**src/rtl/uart_ram_cmd.sv**
```systemverilog
// Byte command front-end between the UART byte interfaces and a 1024x16 registered-read RAM.
// Decodes 'W' ah al dh dl (write, reply 'K') and 'R' ah al (read, reply dh dl); anything else gets '?'.
//   state   | meaning
//   IDLE    | waiting for a command byte
//   ARGS    | collecting address/data bytes, timeout armed
//   WRITE   | one-cycle RAM write pulse
//   RD_REQ  | one-cycle RAM read pulse
//   RD_WAIT | RAM output valid, capture it
//   TX0     | offering the high reply byte
//   TX1     | offering the low (or only) reply byte
module uart_ram_cmd #(
    parameter int ADDR_W  = 10,
    parameter int TIMEOUT = 50000
) (
    input  logic              clk,
    input  logic              rst,
    input  logic [7:0]        rx_data,
    input  logic              rx_valid,
    output logic [7:0]        tx_data,
    output logic              tx_valid,
    input  logic              tx_ready,
    output logic              ram_wren,
    output logic [ADDR_W-1:0] ram_wraddr,
    output logic [15:0]       ram_di,
    output logic              ram_rden,
    output logic [ADDR_W-1:0] ram_rdaddr,
    input  logic [15:0]       ram_do,
    output logic              err
);

    typedef enum logic [2:0] {IDLE, ARGS, WRITE, RD_REQ, RD_WAIT, TX0, TX1} state_t;

    localparam int         TW    = $clog2(TIMEOUT);
    localparam logic [7:0] CMD_W = 8'h57;
    localparam logic [7:0] CMD_R = 8'h52;
    localparam logic [7:0] RSP_K = 8'h4B;
    localparam logic [7:0] RSP_Q = 8'h3F;

    state_t          state, state_nxt;
    logic            is_wr;
    logic [1:0]      arg_cnt;
    logic [23:0]     arg_sr;
    logic [15:0]     data;
    logic [TW-1:0]   tmo_cnt;
    logic            err_nxt;

    always_comb begin
        state_nxt = state;
        err_nxt   = 1'b0;
        tx_valid  = 1'b0;
        tx_data   = 8'h00;
        ram_wren  = 1'b0;
        ram_rden  = 1'b0;
        case (state)
            IDLE: begin
                if (rx_valid) begin
                    if (rx_data == CMD_W || rx_data == CMD_R) state_nxt = ARGS;
                    else                                      state_nxt = TX1;
                end
            end
            ARGS: begin
                // a byte landing on the expiry cycle wins over the timeout
                if (rx_valid) begin
                    if (arg_cnt == 2'd0) state_nxt = is_wr ? WRITE : RD_REQ;
                end else if (tmo_cnt == '0) begin
                    err_nxt   = 1'b1;
                    state_nxt = IDLE;
                end
            end
            WRITE: begin
                ram_wren  = 1'b1;
                state_nxt = TX1;
            end
            RD_REQ: begin
                ram_rden  = 1'b1;
                state_nxt = RD_WAIT;
            end
            RD_WAIT: state_nxt = TX0;
            TX0: begin
                tx_valid = 1'b1;
                tx_data  = data[15:8];
                if (tx_ready) state_nxt = TX1;
            end
            TX1: begin
                tx_valid = 1'b1;
                tx_data  = data[7:0];
                if (tx_ready) state_nxt = IDLE;
            end
            default: state_nxt = IDLE;
        endcase
        if (rx_valid && state != IDLE && state != ARGS) err_nxt = 1'b1;
    end

    always_ff @(posedge clk or posedge rst) begin
        if (rst) begin
            state      <= IDLE;
            err        <= 1'b0;
            is_wr      <= 1'b0;
            arg_cnt    <= 2'd0;
            arg_sr     <= '0;
            data       <= '0;
            tmo_cnt    <= '0;
            ram_wraddr <= '0;
            ram_di     <= '0;
            ram_rdaddr <= '0;
        end else begin
            state <= state_nxt;
            err   <= err_nxt;

            if ((state == IDLE || state == ARGS) && rx_valid)
                tmo_cnt <= TW'(TIMEOUT - 1);
            else if (state == ARGS && tmo_cnt != '0)
                tmo_cnt <= tmo_cnt - 1'b1;

            if (state == IDLE && rx_valid) begin
                is_wr   <= (rx_data == CMD_W);
                arg_cnt <= (rx_data == CMD_W) ? 2'd3 : 2'd1;
                if (rx_data != CMD_W && rx_data != CMD_R) data <= {8'h00, RSP_Q};
            end

            if (state == ARGS && rx_valid) begin
                arg_sr  <= {arg_sr[15:0], rx_data};
                arg_cnt <= arg_cnt - 2'd1;
                if (arg_cnt == 2'd0) begin
                    if (is_wr) begin
                        ram_wraddr <= ADDR_W'(arg_sr[23:8]);
                        ram_di     <= {arg_sr[7:0], rx_data};
                    end else begin
                        ram_rdaddr <= ADDR_W'({arg_sr[7:0], rx_data});
                    end
                end
            end

            if (state == WRITE)   data <= {8'h00, RSP_K};
            if (state == RD_WAIT) data <= ram_do;
        end
    end

endmodule
```
**config.mk**
```make
export PLATFORM = sky130hd
export DESIGN_NAME = uart_ram_cmd
export DESIGN_NICKNAME = d
export VERILOG_FILES = /design/src/rtl/uart_ram_cmd.sv
export SDC_FILE = /design/constraint.sdc
export NUM_CORES = 1
export LEC_CHECK = 0
export BUFFER_PORTS_ARGS = -buffer_cell sky130_fd_sc_hd__buf_2
export CAP_MARGIN = 0
export CORE_ASPECT_RATIO = 1.2
export CORE_UTILIZATION = 45
export CTS_BUF_LIST = sky130_fd_sc_hd__clkbuf_16
export CTS_CLUSTER_SIZE = 25
export DETAILED_ROUTE_END_ITERATION = 8
export MAX_ROUTING_LAYER = met4
export PLACE_DENSITY = 0.67
export SYNTH_ARGS = -nofsm -noshare
export SYNTH_HDL_FRONTEND = slang
export SYNTH_SLANG_ARGS = --single-unit
```
**constraint.sdc**
```tcl
create_clock -name clk -period 3.31 [get_ports clk]
set_clock_uncertainty 0.05 [all_clocks]
set_input_delay 0 -clock clk [delete_from_list [all_inputs] [get_ports clk]]
set_output_delay 0 -clock clk [all_outputs]
set_load 0.02 [all_outputs]
```
Word-level counts from Yosys, hierarchy flattened
Index checks and enable logic that the tools add are counted.
{"block": "op_classes", "n_mux": 26, "n_eq_ne": 16, "reduce_logical": 23, "bitwise_logic": 1, "n_addsub": 2}
{"operator": "16-bit 2-to-1 mux", "n": 6}
{"operator": "3-bit 2-to-1 mux", "n": 7}
{"operator": "3-bit one-hot mux with 7 select lines", "n": 1}
{"operator": "8-bit by 7-bit equality test with 1-bit output (second input constant)", "n": 2}
{"operator": "16-bit logical NOT", "n": 1}
{"operator": "8-bit by 7-bit != test with 1-bit output (second input constant)", "n": 2}
{"operator": "8-bit one-hot mux with 2 select lines", "n": 1}
{"operator": "16-bit nonzero test", "n": 1}
{"operator": "16-bit by 1-bit subtractor with 16-bit output (second input constant)", "n": 1}
{"operator": "3-bit equality test (second input constant)", "n": 3}
{"operator": "3-bit nonzero test", "n": 3}
{"operator": "1-bit 2-to-1 mux", "n": 8}
{"operator": "1-bit logical AND", "n": 7}
{"operator": "3-bit by 2-bit equality test with 1-bit output (second input constant)", "n": 2}
{"operator": "2-bit 2-to-1 mux", "n": 3}
{"operator": "2-bit != test (second input constant)", "n": 3}
{"operator": "3-bit AND reduction", "n": 2}
{"operator": "5-bit AND reduction", "n": 1}
{"operator": "2-bit nonzero test", "n": 2}
{"operator": "3-bit by 1-bit equality test with 1-bit output (second input constant)", "n": 1}
{"operator": "3-bit logical NOT", "n": 1}
{"operator": "3-bit by 1-bit != test with 1-bit output (second input constant)", "n": 1}
{"operator": "3-bit by 2-bit != test with 1-bit output (second input constant)", "n": 1}
{"operator": "3-bit != test (second input constant)", "n": 1}
{"operator": "6 further kinds", "n": 7}
{"block": "word_totals", "elab_cells": 78, "output_inout_bits": 48, "register_bits": 93, "inputBits": 28}

Logic depth before layout (Yosys ltp)
Gate-level depths: netlist of the first run.
{"block": "depth", "ltp_word": 6, "depth_mapped": 7, "mapped_depth_nobuf": 7}

Worst setup path after synthesis of the first run
OpenSTA, ideal clock, no wires.
{"block": "synth_timing", "path_kind": "reg-to-reg", "start": "reg tmo_cnt[4]", "end": "reg tmo_cnt[13]", "arrival_time_ns": 1.724, "n_path_buf": 0, "required_time_ns": 3.140, "slack_ns": 1.415, "stages_incl_launch_ff": 6, "period_less_slack_ns": 1.895, "setup_time_ns": 0.120, "cell_sequence": "dfrtp_1 or4_1 or3_4 o21ai_0 a211oi_1 a31o_2"}
{"block": "synth_between", "elab_chain_len": 3, "word_cells_on_any_way": 6, "classes_between": "add/sub: 1; mux: 2; reduce/logical: 3"}
{"element": "start, declared", "line": "44", "rtl": "logic [TW-1:0] tmo_cnt;"}
{"element": "start signal, assigned", "line": "111", "rtl": "tmo_cnt <= TW'(TIMEOUT - 1);"}
{"element": "start signal, assigned", "line": "113", "rtl": "tmo_cnt <= tmo_cnt - 1'b1;"}
{"element": "16-bit by 1-bit subtractor with 16-bit output / 16-bit nonzero test (equally long branches)", "line": "113, 112"}
{"element": "16-bit 2-to-1 mux / 1-bit logical AND (equally long branches)", "line": "112", "rtl": "else if (state == ARGS && tmo_cnt != '0)"}
{"element": "16-bit 2-to-1 mux / 2-bit nonzero test (equally long branches)"}
Parallel ways exist; a longest one is shown, timed or not. The select of a mux whose other input is x is not followed.
A chain may end at the register's enable or synchronous reset.

Worst setup path in the final report of the first run
{"block": "layout_timing", "start": "reg state[0]", "end": "reg ram_rdaddr[4]"}
{"block": "layout_between", "elab_chain_len": 3}
{"element": "start, declared", "line": "39", "rtl": "state_t state, state_nxt;"}
{"element": "start signal, assigned", "line": "107", "rtl": "state <= state_nxt;"}
{"element": "3-bit by 1-bit equality test with 1-bit output", "line": "121", "rtl": "if (state == ARGS && rx_valid) begin"}
{"element": "1-bit logical AND", "line": "121"}
{"element": "3-bit AND reduction (no line)"}
{"element": "end signal, assigned", "line": "129", "rtl": "ram_rdaddr <= ADDR_W'({arg_sr[7:0], rx_data});"}
{"element": "end, declared", "line": "26", "rtl": "output logic [ADDR_W-1:0] ram_rdaddr,"}
No other way between the ends.

==> impl_metrics.yaml, run 1 <==
outcome:
  status: "complete, no violations"
detailed_routing:
  drc: 0
  drt-initial-drc-count: 101
  vias: 3090
  ant_nets: 0
  routed_wl_mm: 8.792
  drtPass1Iterations: 4
  routedWlPerCell_um: 14.90
  viasPerCell: 5.237
pwr:
  irDropWorstVdd_uv: 403.8
  leakage_uw: 0.002535
  powerDensity_nw_per_um2: 748.5
  p_total_uw: 3841
synthesis:
  ys_ff_latch: 93
  synth_most_common_cell: "dfrtp_1"
  ys.flop_type: "dfrtp_1"
  yosysWarnings: 0
  synthTopCellsByCount: "dfrtp_1, nand2_1, mux2_2, nor2_1, xor2_1"
  seq_area_frac_synth: 0.5678
  synth.area.top_cells: "dfrtp_1, mux2_2, nand2_1"
  synthCells: 367
  syn_avg_cell_area_um2: 11.17
  synth_top_area_share: 0.5678
  syn_nets: 397
  syn_area_um2: 4099
  async_flop_share: 1.000
  synth.distinct_cells: 51
  synth_edf_count: 0
  synth_area_leader_cell: "dfrtp_1"
floorplanning:
  num_io_pins: 76
  die_width_um: 89.13
  die_area_um2: 9496
  die_y_um: 106.6
  core_um2: 8703
  start_util: 0.4710
  row_count: 37
finish:
  final_area_um2: 5131
  register_area_um2: 2327
  synthToLayoutAreaGrowth_pct: 25.18
  fillers: 772
  final_core_utilization: 0.5896
  drive_gt1_frac: 0.3002
  multi_input_area_um2: 1673
  fin_nets: 498
  num_antenna_cells: 0
worst_hold_path:
  hp-class: "in -> reg"
  hold_path_depth: 3
sta:
  period_share: 0.7987
  period_needed_ps: 2644
  whs_ps: 69.44
  hold_viol_final: 0
  rsz0062_at_grt: "no"
  fin_setup_tns_ps: 0
  fmax_mhz: 378.2
  slew_headroom: 0.3956
  tightest_slew_ps: 898.3
  drv_slew: 0
  setup_viol: 0
critical_path:
  critPathLaunch: "state[0]$_DFFE_PP0P_"
  start_kind: "flip-flop"
  rr_worst_depth: 4
  rr_startpoint: "state[0]$_DFFE_PP0P_"
  endpoint_kind: "flip-flop"
  cp.required_ps: 3480
  crit_arrival_ps: 2820
  rr_endpoint: "ram_rdaddr[4]$_DFFE_PP0P_"
  r2r_setup_slack_ps: 670
  crit_fanout: 21
  cp-endpoint: "ram_rdaddr[4]$_DFFE_PP0P_"
  worstSetupPathType: "reg -> reg"
place:
  dp_hpwl_mm: 5.919
  gp_congestion: 0.8150
  dpl_cell_area_um2: 4576
  io_buffers: 75
clock_tree:
  h-tree-depth: 3
  ctsResizeCount: 0
  clockBufferDepth: 2
  numClockSinks: 93
  insertion_delay_ps: 340
  cts_tree: "yes"
  clk_pin_slew_ps: 70
  numCtsBuffers: 9
  clockRootBuffer: "clkbuf_16"
grt:
  grt_max_degree: 54
  gr-total-overflow: 0
  grt_usage: 0.2066
  grt_pass1_vias: 3117
  antenna_found_initial: 0
  grt_pass1_wl_mm: 14.63
flow_run:
  drv_cap: 0
[repair_timing]
| action | CTS | global route |
|---|---|---|
| endpoints found under the hold margin | 95 | 0 |
| hold buffers | 26 | 0 |
| endpoints found under the setup margin | 0 | 0 |
| setup buffers | 0 | 0 |
[state kept, by name, indices dropped and copies added (netlist names)]
signal	flops
ram_di	16
arg_cnt	2
is_wr	1
state	3
ram_rdaddr	10
err	1
arg_sr	18
data	16
ram_wraddr	10
tmo_cnt	16
[cell families (layout without fill, tap and decap cells)]
logic type | after synthesis | after routing | synth area share
AO/OA/AOI/OAI | 49 | 49 | 0.08731
AND/OR/NAND/NOR | 151 | 151 | 0.1832
adder cells (fa/ha/maj) | 2 | 2 | 0.006104
XOR/XNOR | 13 | 13 | 0.02778
flip-flops | 93 | 93 | 0.5678
multiplexers | 38 | 38 | 0.1038
buffers and inverters | 21 | 127 | 0.02411
[cell usage in the layout, fill, tap and decap left out, drive strengths merged, types with 2 or more instances in the layout]
cell type	count
o221ai	2
nor3	10
nor4	5
o21ai	11
mux2i	2
o211ai	5
nor3b	2
dlygate4sd3	26
and2	5
a22oi	9
buf	79
a21oi	2
clkinv	5
xor2	12
clkbuf	9
nand2b	2
dfrtp	93
ha	2
a22o	9
o22a	3
nand3	7
mux2	36
nand3b	3
nand4	4
nor2	21
inv	7
nand2	74
nor2b	10
[layout make-up]
cell class | count | area share
Clock inverter | 7 | 0.01366
Multi-Input combinational cell | 253 | 0.3260
Inverter | 6 | 0.004633
Tap cell | 117 | 0.02853
Timing Repair Buffer | 105 | 0.1297
Clock buffer | 9 | 0.04389
Sequential cell | 93 | 0.4535
[power by group]
| group | internal [uW] | switching, uW |
|---|---|---|
| sequential | 1440 | 242 |
| clock | 527 | 463 |
| combinational | 488 | 677 |
| total | 2460 | 1380 |
[metal layers]
metal	up-vias	GRT usage	share of wire
li1	1482	-	-
met4	0	0.07710	0.015
met1	1519	0.2711	0.47
met5	-	-	0
met2	77	0.3255	0.48
met3	12	0.02873	0.034
[critical path, stage by stage (launching register included)]
cell and delay, ps:
dfrtp_1 630, nor3b_4 470, and2_2 500, nand3b_1 440
mux2_2 430
[per-stage QoR]
| step | setup slack, ps | std cells |
|---|---|---|
| 5_1_grt | 466.8 | 590 |
| 6_report | 666.2 | 590 |
| 2_1_floorplan | 839.7 | 367 |
| 4_1_cts | 657.0 | 590 |
| 3_5_place_dp | 676.1 | 548 |
| 3_3_place_gp | 803.1 | 548 |
[worst min path at each step]
| stage | from | to | slack [ps] |
|---|---|---|---|
| 2_1_floorplan | rx_data[0] | arg_sr[0]$_DFFE_PP0P_ | 60 |
| 3_3_place_gp | rst | data[9]$_DFFE_PP0P_ | 160 |
| 3_5_place_dp | rst | data[9]$_DFFE_PP0P_ | 160 |
| 4_1_cts | rx_valid | state[0]$_DFFE_PP0P_ | 60 |
| 6_report | rx_valid | state[0]$_DFFE_PP0P_ | 70 |
| 5_1_grt | rx_valid | tmo_cnt[13]$_DFFE_PP0P_ | 100 |
No activity file was read; power rests on OpenSTA's default activity.
==> inputs of run 2 (changes only) <==
Settings changed: ABC_AREA from default to 1, PLACE_DENSITY 0.67 to 0.69.
Clock period 3.31 ns to 2.25 ns, I/O delays scaled along.
==> impl_metrics.yaml, run 2 <==
finish:
  num_antenna_cells: 0
  multi_input_area_um2: 1584
  register_area_um2: 2327
  final_common_cell: "nand2_1"
  synthToLayoutAreaGrowth_pct: 24.41
  fillers: 835
  final_core_utilization: 0.5811
  layout_common_cells: "nand2_1, dfrtp_1, buf_2"
  fin_nets: 651
  drive_gt1_frac: 0.1792
  final_area_um2: 5305
  largest_register_ffs: 18
  regMostFlops: "arg_sr"
sta:
  whs_ps: 37.61
  tightest_slew_ps: 652.2
  rsz0062_at_grt: "no"
  fmax_mhz: 572.0
  period_share: 0.7769
  slew_headroom: 0.5652
  drv_slew: 0
  setup_viol: 0
  hold_viol_final: 0
  fin_setup_tns_ps: 0
  period_needed_ps: 1748
clock_tree:
  postCtsSetupRepairBufs: 0
  numClockSinks: 93
  ctsResizeCount: 0
  cts_hold_repair.buffers: 26
  clockRootBuffer: "clkbuf_16"
  clk_pin_slew_ps: 60
  h-tree-depth: 3
  cts_tree: "yes"
  numCtsBuffers: 9
  clockBufferDepth: 2
  insertion_delay_ps: 340
floorplanning:
  row_count: 38
  num_io_pins: 76
  die_y_um: 108.6
  start_util: 0.4671
  die_width_um: 90.86
  core_um2: 9129
  die_area_um2: 9871
synthesis:
  ys.flop_type: "dfrtp_1"
  synth_most_common_cell: "nand2_1"
  yosysWarnings: 0
  syn_nets: 548
  synth_area_leader_cell: "dfrtp_1"
  syn_area_um2: 4264
  synthCells: 518
  synth_edf_count: 0
  synth.distinct_cells: 32
  synth.area.top_cells: "dfrtp_1, nand2_1, inv_1"
  synth_top_area_share: 0.5458
  ys_ff_latch: 93
  seq_area_frac_synth: 0.5458
  async_flop_share: 1.000
  syn_avg_cell_area_um2: 8.232
  synthTopCellsByCount: "nand2_1, dfrtp_1, inv_1, o21ai_0, nor2_1"
critical_path:
  endpoint_kind: "output pin"
  crit_fanout: 8
  path_delay_family: "buffers and inverters"
  crit_chain: "inv_2 -> nand3_1 -> inv_1 -> nand2_1 -> o21ai_0 -> buf_2"
  path_buf_inv: 3
  slowest_delay_ps: 420
  cp_slowest_cell: "dfrtp_1"
  cp.required_ps: 2200
  start_kind: "flip-flop"
  worstSetupPathType: "reg -> out"
  crit_arrival_ps: 1700
pwr:
  powerDensity_nw_per_um2: 1123
  irDropWorstVdd_uv: 683.7
  leakage_uw: 0.002831
  p_total_uw: 5956
grt:
  gr-total-overflow: 0
  antenna_found_initial: 0
  grt_pass1_wl_mm: 16.17
  grt_usage: 0.2143
  grt_pass1_vias: 3507
  grt_max_degree: 53
detailed_routing:
  drc: 0
  drt-initial-drc-count: 208
  drtPass1Iterations: 4
  routed_wl_mm: 9.429
  ant_nets: 0
  routedWlPerCell_um: 12.66
  vias: 3585
  viasPerCell: 4.812
place:
  io_buffers: 75
  dpl_cell_area_um2: 4755
  dp_hpwl_mm: 6.326
  gp_congestion: 0.8541
worst_hold_path:
  hp-class: "in -> reg"
flow_run:
  drv_cap: 0
outcome:
  status: "complete, no violations"
run 2: cell types whose count changed after synthesis, moves of 10 or more:
cell,change
mux2_2,-36
inv_1,+60
nand2_1,+82
nand3_1,+18
nor2b_1,-10
xor2_1,-10
o21ai_0,+38
o21ai_1,+25
nor2_1,+22
run 2: routing by layer:
layer	vias to the layer above	track usage	wire [um]
li1	1843	-	-
met1	1647	0.2580	4233
met2	83	0.3561	4653
met3	12	0.05021	422
met4	0	0.07596	120
met5	-	-	0
run 2: layout make-up:
class,count,area share
Clock buffer,9,0.04245
Clock inverter,6,0.01226
Inverter,69,0.05000
Multi-Input combinational cell,340,0.2986
Sequential cell,93,0.4387
Tap cell,120,0.02830
Timing Repair Buffer,108,0.1297
run 2: worst register-to-register path, cell delays in order (launching register included):
cell and delay (ps):
dfrtp_1 380, inv_1 90, ha_1 240, nand2_2 130, nor2_4 180, nand2_2 110
nand2_4 120, nand2_8 70, inv_2 170, nand2_1 70, nand2_1 70
run 2: path summary, 6_finish.rpt:
kind	end	depth (start not counted)	startpoint	slack (ps)
min reg2reg	ram_wraddr[6]$_DFFE_PP0P_	2	ram_wraddr[6]$_DFFE_PP0P_	430
min in group asynchronous	ram_di[13]$_DFFE_PP0P_	4	rst	300
max in group asynchronous	data[4]$_DFFE_PP0P_	4	rst	1350
min	is_wr$_DFFE_PP0P_	4	rx_valid	40
max	tx_data[6]	6	state[0]$_DFFE_PP0P_	500
max reg2reg	tmo_cnt[10]$_DFFE_PP0P_	10	tmo_cnt[0]$_DFFE_PP0P_	510
run 2: report_power, final:
part / leakage (uW) / internal, uW / switching (uW)
Clock: 0.000143 / 854 / 623
Combinational: 0.00148 / 696 / 1370
Sequential: 0.00121 / 2130 / 279
Total: 0.00283 / 3680 / 2270
run 2: cell families (layout without fill, tap and decap cells):
logic type | after synthesis | after routing | synth area share
xor+xnor | 4 | 4 | 0.008217
buf+inv | 85 | 192 | 0.08275
simple gates | 246 | 246 | 0.2497
fa+ha+maj | 2 | 2 | 0.005868
flops | 93 | 93 | 0.5458
compound gates | 88 | 88 | 0.1077
run 2: stage by stage:
stage	std cells	setup slack (ps)
final	745	501.9
after global routing	745	300.8
after CTS	745	492.1
after detailed placement	704	522.4
after global placement	704	583.4
after floorplan	518	677.6
==> inputs of run 3 (changes only) <==
Clock period 2.25 ns to 1.5 ns, I/O delays scaled along.
==> impl_metrics.yaml, run 3 (synthesis results as in run 2) <==
critical_path:
  cp.required_ps: 1450
  path_buf_inv: 3
  path_delay_family: "flip-flops"
  cp_slowest_cell: "dfrtp_2"
  start_kind: "flip-flop"
  crit_arrival_ps: 1470
  cpMostUsedCell: "buf_6"
  crit_fanout: 7
  crit_chain: "inv_2 -> nand3_4 -> buf_6 -> o21ai_2 -> buf_6"
  endpoint_kind: "output pin"
  worstSetupPathType: "reg -> out"
  slowest_delay_ps: 450
sta:
  hold_viol_final: 0
  fin_setup_tns_ps: -101.3
  tightest_slew_ps: 485.0
  rsz0062_at_grt: "yes"
  slew_headroom: 0.6767
  fmax_mhz: 656.3
  postLayoutSetupSlackWorst_ps: -23.78
  period_share: 1.016
  setup_viol: 9
  drv_slew: 0
  period_needed_ps: 1524
clock_tree:
  numCtsBuffers: 9
  clockRootBuffer: "clkbuf_16"
  h-tree-depth: 3
  insertion_delay_ps: 340
  cts_tree: "yes"
  numClockSinks: 93
  clk_pin_slew_ps: 70
  clockBufferDepth: 2
detailed_routing:
  drc: 0
  ant_nets: 0
  drt-initial-drc-count: 235
  routed_wl_mm: 10.93
  vias: 3950
  routedWlPerCell_um: 13.66
  drtPass1Iterations: 4
  viasPerCell: 4.938
pwr:
  leakage_uw: 0.003161
  irDropWorstVdd_uv: 1241
  powerDensity_nw_per_um2: 1694
  p_total_uw: 10180
outcome:
  status: "finished with violations"
  violations: "setup timing"
grt:
  gr-total-overflow: 0
  grt_max_degree: 94
  grt_usage: 0.2265
  grt_pass1_vias: 3816
  grt_pass1_wl_mm: 17.22
  antenna_found_initial: 0
floorplanning:
  num_io_pins: 76
  row_count: 38
  core_um2: 9129
  die_y_um: 108.6
  die_area_um2: 9871
  die_width_um: 90.86
  start_util: 0.4671
finish:
  regMostFlops: "arg_sr"
  final_common_cell: "nand2_1"
  fin_nets: 705
  drive_gt1_frac: 0.3015
  largest_register_ffs: 18
  fillers: 747
  num_antenna_cells: 0
  layout_common_cells: "nand2_1, dfrtp_1, buf_2"
  synthToLayoutAreaGrowth_pct: 40.87
place:
  place_ws_ps: -164.4
  dp_hpwl_mm: 6.636
  gp_congestion: 0.9077
  io_buffers: 75
worst_hold_path:
  hp-class: "in -> async"
flow_run:
  drv_cap: 0
==> run 3: tightest hold or removal path, cell delays in order <==
cell           delay (ps)
dlygate4sd3_1         530
buf_2                 130
clkinvlp_4             70
buf_12                400
==> run 3: repair_timing <==
item                                    in CTS  in global routing
pin swaps                                    4                 13
hold buffers                                27                  0
endpoints found under the hold margin      133                  0
resized for setup                           36                 45
endpoints found under the setup margin      24                 74
cloned                                       2                  1
setup buffers                                3                  4
==> run 3: layer usage <==
metal,wire length (um),part of all wire,GRT usage
met1,4523,0.41,0.2683
met2,5888,0.54,0.3896
met3,410,0.038,0.04533
met4,102,0.0093,0.07596
met5,0,0,-
==> run 3: path summary, 6_finish.rpt <==
| path | startpoint | end | slack, ps | depth (start not counted) |
|---|---|---|---|---|
| setup / recovery | state[1]$_DFFE_PP0P_ | tx_data[0] | -20 | 5 |
| hold / removal | rst | tmo_cnt[14]$_DFFE_PP0P_ | 300 | 4 |
| setup reg to reg | state[1]$_DFFE_PP0P_ | tmo_cnt[6]$_DFFE_PP0P_ | -20 | 11 |
| hold reg to reg | ram_wraddr[4]$_DFFE_PP0P_ | ram_wraddr[4]$_DFFE_PP0P_ | 430 | 2 |
| max in group asynchronous | rst | state[1]$_DFFE_PP0P_ | 720 | 4 |
| min in group clk | ram_do[14] | data[14]$_DFFE_PP0P_ | 360 | 4 |
==> run 3: report_power, final <==
part	switching (uW)	total (uW)	internal, uW	leakage, uW
Clock	961	2080	1120	0.000142
Combinational	2630	4510	1880	0.00181
Sequential	385	3590	3200	0.00121
==> run 3: cell type report <==
type | instances | area (um^2) | share of cell area
clock buffer | 9 | 225.2 | 0.03749
inverter | 69 | 285.3 | 0.04749
sequential | 93 | 2328 | 0.3876
multi-input combinational | 341 | 1744 | 0.2904
timing repair buffer | 160 | 1221 | 0.2033
tap | 120 | 150.1 | 0.02499
clock inverter | 7 | 43.79 | 0.007290
timing repair inverter | 1 | 8.758 | 0.001458
==> run 3: per-stage QoR <==
stage                     cell area, um^2    util  cells  hold slack [ps]
after global placement               5135  0.5625    747            132.5
after global routing                 6007  0.6580    800            366.5
after detailed placement             5135  0.5625    747            137.8
final                                6007  0.6580    800            304.2
after CTS                            5811  0.6365    795            328.4
after floorplan                      4275       -    518            70.95
